**src/rtl/agnus_dma_pkg.sv**
```systemverilog
// agnus_dma_pkg: owner encoding, fixed-slot bounds and grant helper for the DMA slot arbiter
package agnus_dma_pkg;
  localparam logic [3:0] IDLE = 4'd0;
  localparam logic [3:0] REF  = 4'd1;
  localparam logic [3:0] DSK  = 4'd2;
  localparam logic [3:0] AUD  = 4'd3;
  localparam logic [3:0] BPL  = 4'd4;
  localparam logic [3:0] SPR  = 4'd5;
  localparam logic [3:0] COP  = 4'd6;
  localparam logic [3:0] BLT  = 4'd7;
  localparam logic [3:0] CPU  = 4'd8;
  localparam logic [7:0] SLOT_REF_LO = 8'h01;
  localparam logic [7:0] SLOT_REF_HI = 8'h07;
  localparam logic [7:0] SLOT_DSK_LO = 8'h09;
  localparam logic [7:0] SLOT_DSK_HI = 8'h0D;
  localparam logic [7:0] SLOT_AUD_LO = 8'h0F;
  localparam logic [7:0] SLOT_AUD_HI = 8'h15;
  localparam logic [7:0] SLOT_SPR_LO = 8'h17;
  localparam logic [7:0] SLOT_SPR_HI = 8'h35;
  function automatic logic [7:0] onehot(input logic [3:0] o);
    return o == IDLE ? 8'd0 : 8'd1 << (o - 4'd1);
  endfunction
endpackage

```
**src/rtl/agnus_dma_slot_arbiter_if.sv**
```systemverilog
// agnus_dma_slot_arbiter_if: slot timing, DMA requests and grant outputs of the slot arbiter
interface agnus_dma_slot_arbiter_if;
  logic       CLK7_EN;
  logic       CCK;
  logic [8:0] hpos;
  logic       req_ref;
  logic       req_dsk;
  logic       req_aud;
  logic       req_bpl;
  logic       req_spr;
  logic       req_cop;
  logic       req_blt;
  logic       req_cpu;
  logic       bltpri;
  logic [7:0] gnt;
  logic [3:0] owner;
  logic       slot_start;
  modport master (
    output CLK7_EN, CCK, hpos, req_ref, req_dsk, req_aud, req_bpl, req_spr, req_cop, req_blt, req_cpu, bltpri,
    input  gnt, owner, slot_start
  );
  modport slave (
    input  CLK7_EN, CCK, hpos, req_ref, req_dsk, req_aud, req_bpl, req_spr, req_cop, req_blt, req_cpu, bltpri,
    output gnt, owner, slot_start
  );
endinterface

```
**src/rtl/agnus_dma_slot_decode.sv**
```systemverilog
// agnus_dma_slot_decode: maps the beam position to the fixed owner of the slot (odd slots only)
module agnus_dma_slot_decode
  import agnus_dma_pkg::*;
(
  input  logic [8:0] hpos,
  output logic [3:0] fixed
);
  logic [7:0] s;
  logic       unused_lsb;
  assign s = hpos[8:1];
  assign unused_lsb = hpos[0];
  always_comb
    fixed = !s[0] ? IDLE :
            (s >= SLOT_REF_LO && s <= SLOT_REF_HI) ? REF :
            (s >= SLOT_DSK_LO && s <= SLOT_DSK_HI) ? DSK :
            (s >= SLOT_AUD_LO && s <= SLOT_AUD_HI) ? AUD :
            (s >= SLOT_SPR_LO && s <= SLOT_SPR_HI) ? SPR : IDLE;
endmodule

```
**src/rtl/agnus_dma_slot_arbiter.sv**
```systemverilog
// agnus_dma_slot_arbiter: per-slot DMA grant, decided on CLK7_EN & CCK edges and held for the slot.
// Define AGNUS_DMA_BLIT_YIELD_EN to let a starved cpu take one slot from the blitter.
module agnus_dma_slot_arbiter
  import agnus_dma_pkg::*;
(
  input logic                           CLK28,
  input logic                           RST,
  agnus_dma_slot_arbiter_if.slave       bus
);
  logic [3:0] fixed;
  logic [3:0] nxt;
  logic [3:0] own_q;
  logic       dec;
  logic       cpu_first;
  agnus_dma_slot_decode u_decode (.hpos(bus.hpos), .fixed(fixed));
  assign dec = bus.CLK7_EN & bus.CCK;
`ifdef AGNUS_DMA_BLIT_YIELD_EN
  logic [1:0] cpu_wait;
  assign cpu_first = cpu_wait == 2'd3 && !bus.bltpri;
  always_ff @(posedge CLK28)
    if (RST) cpu_wait <= 2'd0;
    else if (dec)
      cpu_wait <= nxt == CPU ? 2'd0 :
                  (nxt == BLT && bus.req_cpu && cpu_wait != 2'd3) ? cpu_wait + 2'd1 : cpu_wait;
`else
  logic unused_bltpri;
  assign unused_bltpri = bus.bltpri;
  assign cpu_first = 1'b0;
`endif
  // fixed owners first, then bpl, sprites, copper on even slots, finally blitter/cpu
  always_comb
    nxt = fixed == REF ? REF :
          (fixed == DSK && bus.req_dsk) ? DSK :
          (fixed == AUD && bus.req_aud) ? AUD :
          bus.req_bpl ? BPL :
          (fixed == SPR && bus.req_spr) ? SPR :
          (bus.req_cop && !bus.hpos[1]) ? COP :
          (bus.req_cpu && (!bus.req_blt || cpu_first)) ? CPU :
          bus.req_blt ? BLT : IDLE;
  always_ff @(posedge CLK28)
    if (RST) own_q <= IDLE;
    else if (dec) own_q <= nxt;
  assign bus.owner = own_q;
  assign bus.gnt = onehot(own_q);
  assign bus.slot_start = dec & !RST;
endmodule

```
**src/flat_wrapper.sv**
```systemverilog
// flat-port wrapper written by rule: the top's interface ports become plain ports
module agnus_dma_slot_arbiter_flat import agnus_dma_pkg::*;
  (CLK28, RST, bus_CLK7_EN, bus_CCK, bus_hpos, bus_req_ref, bus_req_dsk, bus_req_aud, bus_req_bpl, bus_req_spr, bus_req_cop, bus_req_blt, bus_req_cpu, bus_bltpri, bus_gnt, bus_owner, bus_slot_start);
  agnus_dma_slot_arbiter_if bus_i ();
  input logic CLK28;
  input logic RST;
  input wire logic [$bits(bus_i.CLK7_EN)-1:0] bus_CLK7_EN;
  input wire logic [$bits(bus_i.CCK)-1:0] bus_CCK;
  input wire logic [$bits(bus_i.hpos)-1:0] bus_hpos;
  input wire logic [$bits(bus_i.req_ref)-1:0] bus_req_ref;
  input wire logic [$bits(bus_i.req_dsk)-1:0] bus_req_dsk;
  input wire logic [$bits(bus_i.req_aud)-1:0] bus_req_aud;
  input wire logic [$bits(bus_i.req_bpl)-1:0] bus_req_bpl;
  input wire logic [$bits(bus_i.req_spr)-1:0] bus_req_spr;
  input wire logic [$bits(bus_i.req_cop)-1:0] bus_req_cop;
  input wire logic [$bits(bus_i.req_blt)-1:0] bus_req_blt;
  input wire logic [$bits(bus_i.req_cpu)-1:0] bus_req_cpu;
  input wire logic [$bits(bus_i.bltpri)-1:0] bus_bltpri;
  output wire logic [$bits(bus_i.gnt)-1:0] bus_gnt;
  output wire logic [$bits(bus_i.owner)-1:0] bus_owner;
  output wire logic [$bits(bus_i.slot_start)-1:0] bus_slot_start;
  assign bus_i.CLK7_EN = bus_CLK7_EN;
  assign bus_i.CCK = bus_CCK;
  assign bus_i.hpos = bus_hpos;
  assign bus_i.req_ref = bus_req_ref;
  assign bus_i.req_dsk = bus_req_dsk;
  assign bus_i.req_aud = bus_req_aud;
  assign bus_i.req_bpl = bus_req_bpl;
  assign bus_i.req_spr = bus_req_spr;
  assign bus_i.req_cop = bus_req_cop;
  assign bus_i.req_blt = bus_req_blt;
  assign bus_i.req_cpu = bus_req_cpu;
  assign bus_i.bltpri = bus_bltpri;
  assign bus_gnt = bus_i.gnt;
  assign bus_owner = bus_i.owner;
  assign bus_slot_start = bus_i.slot_start;
  agnus_dma_slot_arbiter u_core (.CLK28(CLK28), .RST(RST), .bus(bus_i));
endmodule
```
**config.mk**
```make
export PLATFORM = sky130hd
export DESIGN_NAME = agnus_dma_slot_arbiter_flat
export DESIGN_NICKNAME = d
export VERILOG_FILES = /design/src/rtl/agnus_dma_pkg.sv /design/src/rtl/agnus_dma_slot_arbiter_if.sv /design/src/rtl/agnus_dma_slot_decode.sv /design/src/rtl/agnus_dma_slot_arbiter.sv /design/src/flat_wrapper.sv
export SDC_FILE = /design/constraint.sdc
export NUM_CORES = 1
export LEC_CHECK = 0
export CAP_MARGIN = 20
export CORE_MARGIN = 5
export CORE_UTILIZATION = 36
export DETAILED_ROUTE_END_ITERATION = 10
export PLACE_DENSITY = 0.92
export SKIP_CTS_REPAIR_TIMING = 1
export SLEW_MARGIN = 10
export SYNTH_ARGS = -nofsm -noshare
export SYNTH_HDL_FRONTEND = slang
export SYNTH_SLANG_ARGS = --single-unit
```
**constraint.sdc**
```tcl
create_clock -name CLK28 -period 2.5 [get_ports CLK28]
set_input_delay 0.375 -clock CLK28 [delete_from_list [all_inputs] [get_ports CLK28]]
set_output_delay 0.375 -clock CLK28 [all_outputs]
set_load 0.005 [all_outputs]
```
## Word-level counts from Yosys, hierarchy flattened

Index checks and enable logic that the tools add are counted.

- Output and inout bits: 13
- Register bits: 4
- Bits of input ports: 22

- Bitwise operators: 2
- Shift-type cells: 1
- Magnitude comparators: 8
- Eq/ne operators: 4
- $add $sub $neg: 1
- Reduce and logical (&&, ||, !) cells: 13
- Mux-type cells: 14

Operator list:

| operator | count |
|---|---|
| $mux 4 | 7 |
| $mux 3 | 6 |
| $ge 8x4->1 const B | 2 |
| $logic_and 1x1->1 | 9 |
| $ge 8x1->1 const B | 1 |
| $ge 8x5->1 const B | 1 |
| $le 8x3->1 const B | 1 |
| $le 8x4->1 const B | 1 |
| $le 8x5->1 const B | 1 |
| $le 8x6->1 const B | 1 |
| $mux 8 | 1 |
| $shl 1x4->8 const A | 1 |
| $eq 3x2->1 const B | 2 |
| $logic_not 4->1 | 1 |
| $sub 4x1->4 const B | 1 |
| $eq 3x1->1 const B | 1 |
| $eq 3x3->1 const B | 1 |
| $logic_not 1->1 | 3 |
| $and 1x1->1 | 2 |

## Depth between registers and ports, before layout

Gate-level depths: netlist of the first run.

- Depth in word-level cells: 14
- Gate-level depth with buffers: 6

## Hierarchy

A second synthesis of the first run with hierarchy kept.

- Cells, all modules: 72
- Area, all modules: 516.7 um2

Modules (own cells, without submodules):

| module | area each (um2) | cells each | instances |
|---|---|---|---|
| agnus_dma_slot_arbiter | 370.4 | 49 | 1 |
| agnus_dma_slot_decode | 146.4 | 23 | 1 |

## Worst setup path after synthesis of the first run

OpenSTA, ideal clock, no wires.

- Path kind: input port to flip-flop
- Start: in bus_hpos[8]
- End: reg u_core.own_q[2], in the netlist u_core.bus.owner[2]
- Slack: 0.805 ns
- Cell stages on the path: 5
- Data required time: 2.383 ns
- Path buffers: 0
- Arrival time: 1.578 ns
- Library setup time: 0.117 ns
- Cell sequence: or4_4 > nor2_4 > a32oi_1 > o21a_1 > a32o_2

- Word-level cells in the longest chain between the ends: 14

Ends and longest elaborated chain:

| element | RTL line | source |
|---|---|---|
| start, declared | flat_wrapper.sv:9 | `input wire logic [$bits(bus_i.hpos)-1:0] bus_hpos;` |
| $ge 8x5->1 or $le 8x6->1 (tied branches) | agnus_dma_slot_decode.sv:17 | `(s >= SLOT_SPR_LO && s <= SLOT_SPR_HI) ? SPR : IDLE;` |
| $logic_and 1x1->1 | agnus_dma_slot_decode.sv:17 |  |
| $mux 3 | agnus_dma_slot_decode.sv:17 |  |
| $mux 3 | agnus_dma_slot_decode.sv:16 | `(s >= SLOT_AUD_LO && s <= SLOT_AUD_HI) ? AUD :` |
| $mux 3 | agnus_dma_slot_decode.sv:15 | `(s >= SLOT_DSK_LO && s <= SLOT_DSK_HI) ? DSK :` |
| $mux 3 * | agnus_dma_slot_decode.sv:14 | `(s >= SLOT_REF_LO && s <= SLOT_REF_HI) ? REF :` |
| $mux 3 * | agnus_dma_slot_decode.sv:13 | `fixed = !s[0] ? IDLE :` |
| $eq 3x3->1 | agnus_dma_slot_arbiter.sv:36 | `(fixed == SPR && bus.req_spr) ? SPR :` |
| $logic_and 1x1->1 | agnus_dma_slot_arbiter.sv:36 |  |
| $mux 4 | agnus_dma_slot_arbiter.sv:36 |  |
| $mux 4 | agnus_dma_slot_arbiter.sv:35 | `bus.req_bpl ? BPL :` |
| $mux 4 | agnus_dma_slot_arbiter.sv:34 | `(fixed == AUD && bus.req_aud) ? AUD :` |
| $mux 4 | agnus_dma_slot_arbiter.sv:33 | `(fixed == DSK && bus.req_dsk) ? DSK :` |
| $mux 4 * | agnus_dma_slot_arbiter.sv:32 | `nxt = fixed == REF ? REF :` |
| end signal, assigned | agnus_dma_slot_arbiter.sv:42 | `else if (dec) own_q <= nxt;` |
| end, declared | agnus_dma_slot_arbiter.sv:12 | `logic [3:0] own_q;` |

Every way passes the cells marked *; elsewhere a longest branch is shown, timed or not.
A chain may end at the register's enable or synchronous reset.

## Worst setup path in the final report of the first run

- Start: in bus_CLK7_EN
- End: out bus_slot_start

- Word-level cells in the longest chain between the ends: 2

Ends and longest elaborated chain:

| element | RTL line | source |
|---|---|---|
| start, declared | flat_wrapper.sv:7 | `input wire logic [$bits(bus_i.CLK7_EN)-1:0] bus_CLK7_EN;` |
| $and 1x1->1 | agnus_dma_slot_arbiter.sv:16 | `assign dec = bus.CLK7_EN & bus.CCK;` |
| $and 1x1->1 | agnus_dma_slot_arbiter.sv:45 | `assign bus.slot_start = dec & !RST;` |
| end, declared | flat_wrapper.sv:21 | `output wire logic [$bits(bus_i.slot_start)-1:0] bus_slot_start;` |

No other way between the ends.

==> results of run 1 <==
## cell families (layout without fill, tap and decap cells)
kind of cell,after synthesis,in the layout,share of synthesized area (%)
compound gates,23,23,36.28
simple gates,42,42,44.58
buf+inv,2,37,3.022
flops,4,4,16.12
## worst min-delay path: cells and delay by family, from the launching register on
kind | cells | cell delay (ns)
flops | 1 | 0.36
simple gates | 1 | 0.08
compound gates | 1 | 0.06
## final cells by class
type	count	area (um2)	area share, %
Inverter	1	3.754	0.4405
Tap cell	15	18.77	2.203
Timing Repair Buffer	33	325.3	38.18
Multi-Input combinational cell	65	401.6	47.14
Clock buffer	3	22.52	2.643
Sequential cell	4	80.08	9.398
## metrics by stage
step,cells,power [mW],utilization (%),instance area [um2]
after global placement,118,0.1661,63.75,829.5
after CTS,121,0.2550,65.48,852.1
after detailed placement,118,0.1686,63.75,829.5
after global routing,121,0.2683,65.48,852.1
after floorplan,71,0.1089,-,496.7
final,121,0.2528,65.48,852.1
## power by group
group | internal [mW] | switching [mW] | total, mW
registers | 0.0672 | 0.00571 | 0.0729
clock network | 0.0539 | 0.0294 | 0.0834
logic | 0.0566 | 0.0399 | 0.0966
total | 0.178 | 0.0751 | 0.253
## cell usage in the layout, fill, tap and decap left out, types with 2 or more instances in the layout
cell type        count
a21oi_1              4
a32oi_1              3
buf_4                2
clkbuf_4             3
clkdlybuf4s50_1     31
dfxtp_1              4
nand2_1             11
nand2b_1             3
nand4b_1             2
nor2_1               9
nor2b_1              4
nor3_1               6
o2111ai_1            2
or2_2                2
## layer usage
layer	track usage (%)	part of all wire, %	vias to the layer above
met4	4.972	0	0
met5	0	0	-
met1	21.59	42	328
met3	3.448	8.8	0
met2	27.37	49	41
li1	-	-	345
## path summary, 6_finish.rpt
check / start / cells past startpoint / endpoint / slack (ns)
setup / recovery: bus_CLK7_EN / 4 / bus_slot_start / 0.41
hold / removal: u_core.bus.owner[3] / 2 / u_core.bus.owner[3] / 0.55
setup reg to reg: u_core.bus.owner[0] / 3 / u_core.bus.owner[0] / 1.69
hold reg to reg: u_core.bus.owner[3] / 2 / u_core.bus.owner[3] / 0.55
==> results.ini, run 1 <==
[global_route]
antenna_found_initial=0
grt-ovfl-total=0
grt_max_degree=10
grt_pass1_vias=637
track_usage_pct=16.58
grt_pass1_wl_mm=2.697

[critical_path]
crit_path_max_incr_delay_ns=0.54
path_buf_inv=2
cp_slowest_cell=clkdlybuf4s50_1
critPathCaptureType=output pin
crit_type=in -> out
path_cells=clkdlybuf4s50_1, nand2_1, nor2_1, clkdlybuf4s50_1
critPathArrivalTime_ns=1.71
startpoint_type=input pin
crit_family=buffers and inverters
critPathMaxFanout=4
worst_path_most_repeated_cell=clkdlybuf4s50_1
required_ns=2.12

[synth]
synthesis.area_um2=496.7
synth_cells=71
post-synth-top-count-cell=nand2_1
netlist_top_cells_count=nand2_1 (11), nor2_1 (9), nor3_1 (6)
synth.area.top_cells=dfxtp_1 (16%), nand2_1 (8.3%), nor2_1 (6.8%)
postSynth.asyncResetShare_pct=0
ys_ff_latch=4
synthFlopType=dfxtp_1
syn_area_per_cell_um2=6.996
ys_seq_area_share_pct=16.12
synth.top_cell.area_share_pct=16.12
netlist-cell-type-count=32
synth_fp_nets=93
yosysTopAreaCell=dfxtp_1
ys.warnings.count=0
synth_edf_count=0

[power]
leakagePower_nw=0.2994
p_per_area_nw_per_um2=296.7
peakVddDrop_mv=0.2089

[detailed_routing]
viasPerCell=5.901
routedWlPerCell_um=14.40
drc=0
routed-via-count=714
antenna_left=0
routed_wl_mm=1.742
dr.pass1.iters=4
drtIter0Drc=17

[layout]
final_layout_size_suffix_gt1_share_pct=11.32
largest_register_ffs=4
fill_cells=112
num_antenna_cells=0
final_nets=130
area_growth_pct=71.54

[floorplan]
num_rows=13
die-area_um2=2223
ios=35
fp.dieH_um=47.15
start_util_pct=38.17
core_area_um2=1301
die_w_um=47.15

[timing]
setup_viol=0
slew_headroom_pct=75.33
finalCritPeriodShare_pct=83.53
worstMarginPinSlew_ns=0.3672
fmax_mhz=478.9
setup_slack_ns=0.4119
skew_ns=0
tns_ns=0
fin_crit_ns=2.088
holdWs_ns=0.5492
hold_violations=0
rsz0062_at_grt=no
slew_violations=0

[place]
pre_cts_slack_ns=0.2587
port_buffers=31
dp_hpwl_mm=1.380
gp_congestion=0.7470

[job]
maxCapViolCount=0

[outcome]
outcome=completed

[cts]
clock-sinks=4
htree_levels=1
cts-buffers-inserted=3
root_buffer=clkbuf_4
clkLatencyLatePin_ns=0.24
cts_max_path_buffers=2
path_clk_slew_ns=0.03
cts_tree=built

[min_path]
hold_path.class=reg -> reg

(Power assumes the default switching activity.)
==> inputs of run 2 (changes only) <==
CORE_UTILIZATION = 30   (was 36)
PLACE_DENSITY = 0.83   (was 0.92)
clock period = 1.8 ns   (was 2.5 ns; I/O delays follow)
==> run 2 against run 1 <==
  * Clock power up 33%
  * Clock skew did not move
  * Via count rose by 3.8%
  * Count of clock-buffer cells in the layout stayed put
  * Hold slack worse by 0.073 ns
  * Power increased by 46%
  * Utilization fell by 0.63 points
  * Largest cell class is now non-clock buffers
  * Largest power group unchanged
==> results.ini, run 2 (synthesis gave the netlist of run 1 again) <==
[detailed_routing]
routedWlPerCell_um=14.47
viasPerCell=5.530
routed-via-count=741
drtIter0Drc=15
drc=0
dr.pass1.iters=4
routed_wl_mm=1.939
antenna_left=0

[critical_path]
required_ns=1.91
critPathCaptureType=flop
startpoint_type=input pin
critPathMaxFanout=3
critPathArrivalTime_ns=1.86
crit_type=in -> reg

[layout]
final_layout_size_suffix_gt1_share_pct=26.27
fill_cells=133
layout_commonest_cell=clkdlybuf4s50_1
final_cell_mix=clkdlybuf4s50_1 (21), buf_4 (14), nand2_1 (11), dlymetal6s2s_1 (10), nor2_1 (8)
largest_register_ffs=4
final_nets=142
area_growth_pct=101.3
num_antenna_cells=0

[power]
p_per_area_nw_per_um2=368.5
peakVddDrop_mv=0.3644
leakagePower_nw=0.4776

[floorplan]
start_util_pct=32.22
core_area_um2=1541
num_rows=14
ios=35
die_w_um=50.69
fp.dieH_um=50.69
die-area_um2=2569

[timing]
fmax_mhz=570.1
slew_violations=0
hold_violations=0
skew_ns=0
worstMarginPinSlew_ns=0.3295
finalCritPeriodShare_pct=97.45
rsz0062_at_grt=yes
fin_crit_ns=1.754
tns_ns=0
slew_headroom_pct=77.84
setup_slack_ns=0.04593
setup_viol=0

[cts]
path_clk_slew_ns=0.04
cts-buffers-inserted=3
cts_max_path_buffers=2
clkLatencyLatePin_ns=0.23
htree_levels=1
root_buffer=clkbuf_4
cts_tree=built
clock-sinks=4

[job]
maxCapViolCount=0

[outcome]
outcome=completed

[place]
pre_cts_slack_ns=-0.3372
gp_congestion=0.7999
dp_hpwl_mm=1.559
port_buffers=31

[global_route]
antenna_found_initial=0
track_usage_pct=14.85
grt_pass1_vias=714
grt-ovfl-total=0
grt_max_degree=11
grt_pass1_wl_mm=2.973

[min_path]
hold_path.class=in -> reg

-- run 2: metrics by stage --
| stage | hold slack (ns) | instances | util, % | instance area, um2 | power [mW] |
|---|---|---|---|---|---|
| 4_1_cts | 0.5368 | 132 | 60.23 | 928.4 | 0.3703 |
| 3_5_place_dp | 0.5339 | 129 | 58.77 | 905.9 | 0.2515 |
| 6_report | 0.4759 | 134 | 64.85 | 999.7 | 0.3684 |
| 3_3_place_gp | 0.5302 | 129 | 58.77 | 905.9 | 0.2470 |
| 5_1_grt | 0.5108 | 134 | 64.85 | 999.7 | 0.3907 |
| 2_1_floorplan | 0.4093 | 71 | - | 496.7 | 0.1512 |
-- run 2: critical path, stage by stage --
cell             delay, ns
clkdlybuf4s50_1       0.54
a21oi_2               0.09
buf_4                 0.13
o2111a_1              0.27
nand4b_1              0.15
nor2_1                0.06
o311a_1               0.34
-- run 2: worst paths after layout --
kind         slack (ns)  cells past startpoint                start             endpoint
max reg2reg        1.01                      3  u_core.bus.owner[0]  u_core.bus.owner[0]
min                0.48                      4          bus_CLK7_EN  u_core.bus.owner[3]
min reg2reg        0.50                      2  u_core.bus.owner[3]  u_core.bus.owner[3]
max                0.05                      7          bus_hpos[3]  u_core.bus.owner[0]
-- run 2: where the power goes --
part / leakage [nW] / switching [mW] / internal [mW]
clock: 0.0138 / 0.0366 / 0.0746
combinational: 0.430 / 0.0629 / 0.0919
sequential: 0.0339 / 0.00833 / 0.0942
-- run 2: final cells by class --
| class | count | area [um2] | area share [%] |
|---|---|---|---|
| tap | 16 | 20.02 | 2.003 |
| timing repair buffer | 45 | 440.4 | 44.06 |
| clock buffer | 3 | 22.52 | 2.253 |
| sequential | 4 | 83.83 | 8.385 |
| multi-input combinational | 65 | 429.2 | 42.93 |
| inverter | 1 | 3.754 | 0.3755 |
-- run 2: metal layers --
| metal | track usage [%] | vias up | share of wire [%] |
|---|---|---|---|
| met5 | 0 | - | 0 |
| met4 | 10.64 | 0 | 2.1 |
| met3 | 2.367 | 6 | 5.4 |
| met2 | 25.00 | 21 | 52 |
| met1 | 16.61 | 346 | 40 |
| li1 | - | 368 | - |
==> inputs of run 3 (changes only) <==
PLACE_DENSITY = 0.74   (was 0.83)
==> run 3 against run 2 <==
  * Count of clock-buffer cells in the layout is the same
  * Clock power about the same
  * Non-clock buffer count increased by 3
  * Routed wire length grew 0.26%
  * Critical path type unchanged
  * Critical endpoint unchanged
  * Largest cell class unchanged
==> results.ini, run 3 (synthesis gave the netlist of run 1 again) <==
[layout]
fin_area_um2=1007
final_nets=145
final_cell_mix=clkdlybuf4s50_1 (26), buf_4 (17), nand2_1 (11), nor2_1 (9), nor3_1 (6)
fill_cells=126
num_antenna_cells=0
final_layout_size_suffix_gt1_share_pct=27.27
layout_commonest_cell=clkdlybuf4s50_1
largest_register_ffs=4
area_growth_pct=102.8

[critical_path]
critPathArrivalTime_ns=1.88
required_ns=1.92
critPathCaptureType=flop
startpoint=bus_hpos[2]
crit_type=in -> reg
startpoint_type=input pin
reg2reg_from=u_core.bus.owner[0]
critPathMaxFanout=5

[cts]
cts_tree=built
path_clk_slew_ns=0.04
cts-buffers-inserted=3
cts_max_path_buffers=2
htree_levels=1
clock-sinks=4
clkLatencyLatePin_ns=0.24
root_buffer=clkbuf_4

[global_route]
grt_pass1_wl_mm=2.808
antenna_found_initial=0
grt-ovfl-total=0
grt_pass1_vias=676
track_usage_pct=13.42
grt_max_degree=8

[timing]
skew_ns=0
fmax_mhz=567.1
setup_viol=0
slew_violations=0
rsz0062_at_grt=no
slew_headroom_pct=75.73
hold_violations=0
setup_slack_ns=0.03673
worstMarginPinSlew_ns=0.3608
finalCritPeriodShare_pct=97.96
fin_crit_ns=1.763

[detailed_routing]
drtIter0Drc=15
routed_wl_mm=1.944
antenna_left=0
routed-via-count=753
routedWlPerCell_um=14.19
viasPerCell=5.496
dr.pass1.iters=4
drc=0

[place]
place_area_um2=943.4
gp_congestion=0.7837
port_buffers=31
dp_hpwl_mm=1.531
pre_cts_slack_ns=-0.3358

[power]
p_per_area_nw_per_um2=375.4
peakVddDrop_mv=0.2776
leakagePower_nw=0.4234

[job]
maxCapViolCount=0

[floorplan]
num_rows=14
core_area_um2=1541
die-area_um2=2569
start_util_pct=32.22
ios=35
die_w_um=50.69
fp.dieH_um=50.69

[outcome]
outcome=completed

[min_path]
hp-start=u_core.bus.owner[1]
hold_path.class=reg -> reg

## run 3: per-layer routing
metal | vias to the layer above | routed length, um | GRT usage [%]
met4 | 0 | 23 | 2.128
met2 | 24 | 936 | 22.11
li1 | 377 | - | -
met1 | 348 | 892 | 17.83
met5 | - | 0 | 0
met3 | 4 | 92 | 3.254
## run 3: critical path, cell delays in order
cell	delay (ns)
clkdlybuf4s50_1	0.45
buf_4	0.17
a311o_1	0.28
o2111a_1	0.16
nand4b_1	0.16
nor2_1	0.07
o311a_1	0.32
## run 3: report_power, final
group,internal [mW],switching (mW)
clock,0.0746,0.0367
combinational,0.0995,0.0638
sequential,0.0944,0.00920
## run 3: final timing paths
kind / endpoint / slack, ns / depth (start not counted)
setup / recovery: u_core.bus.owner[0] / 0.04 / 7
hold / removal: u_core.bus.owner[1] / 0.54 / 2
setup reg to reg: u_core.bus.owner[0] / 1.02 / 3
hold reg to reg: u_core.bus.owner[1] / 0.54 / 2
## run 3: per-stage QoR
step | hold slack [ns] | utilization [%] | TNS [ns] | cells | total power, mW
2_1_floorplan | 0.4093 | - | 0 | 71 | 0.1512
3_3_place_gp | 0.5288 | 61.20 | -1.049 | 134 | 0.2567
3_5_place_dp | 0.5287 | 61.20 | -1.180 | 134 | 0.2601
4_1_cts | 0.5337 | 62.66 | -0.2219 | 137 | 0.3755
5_1_grt | 0.5670 | 65.34 | 0 | 137 | 0.3996
6_report | 0.5350 | 65.34 | 0 | 137 | 0.3781
## run 3: final cells by class
type / instances / area, um2 / share of cell area [%]
Clock buffer: 3 / 22.52 / 2.236
Multi-Input combinational cell: 65 / 426.7 / 42.36
Sequential cell: 4 / 83.83 / 8.323
Inverter: 1 / 3.754 / 0.3727
Timing Repair Buffer: 48 / 450.4 / 44.72
Tap cell: 16 / 20.02 / 1.988
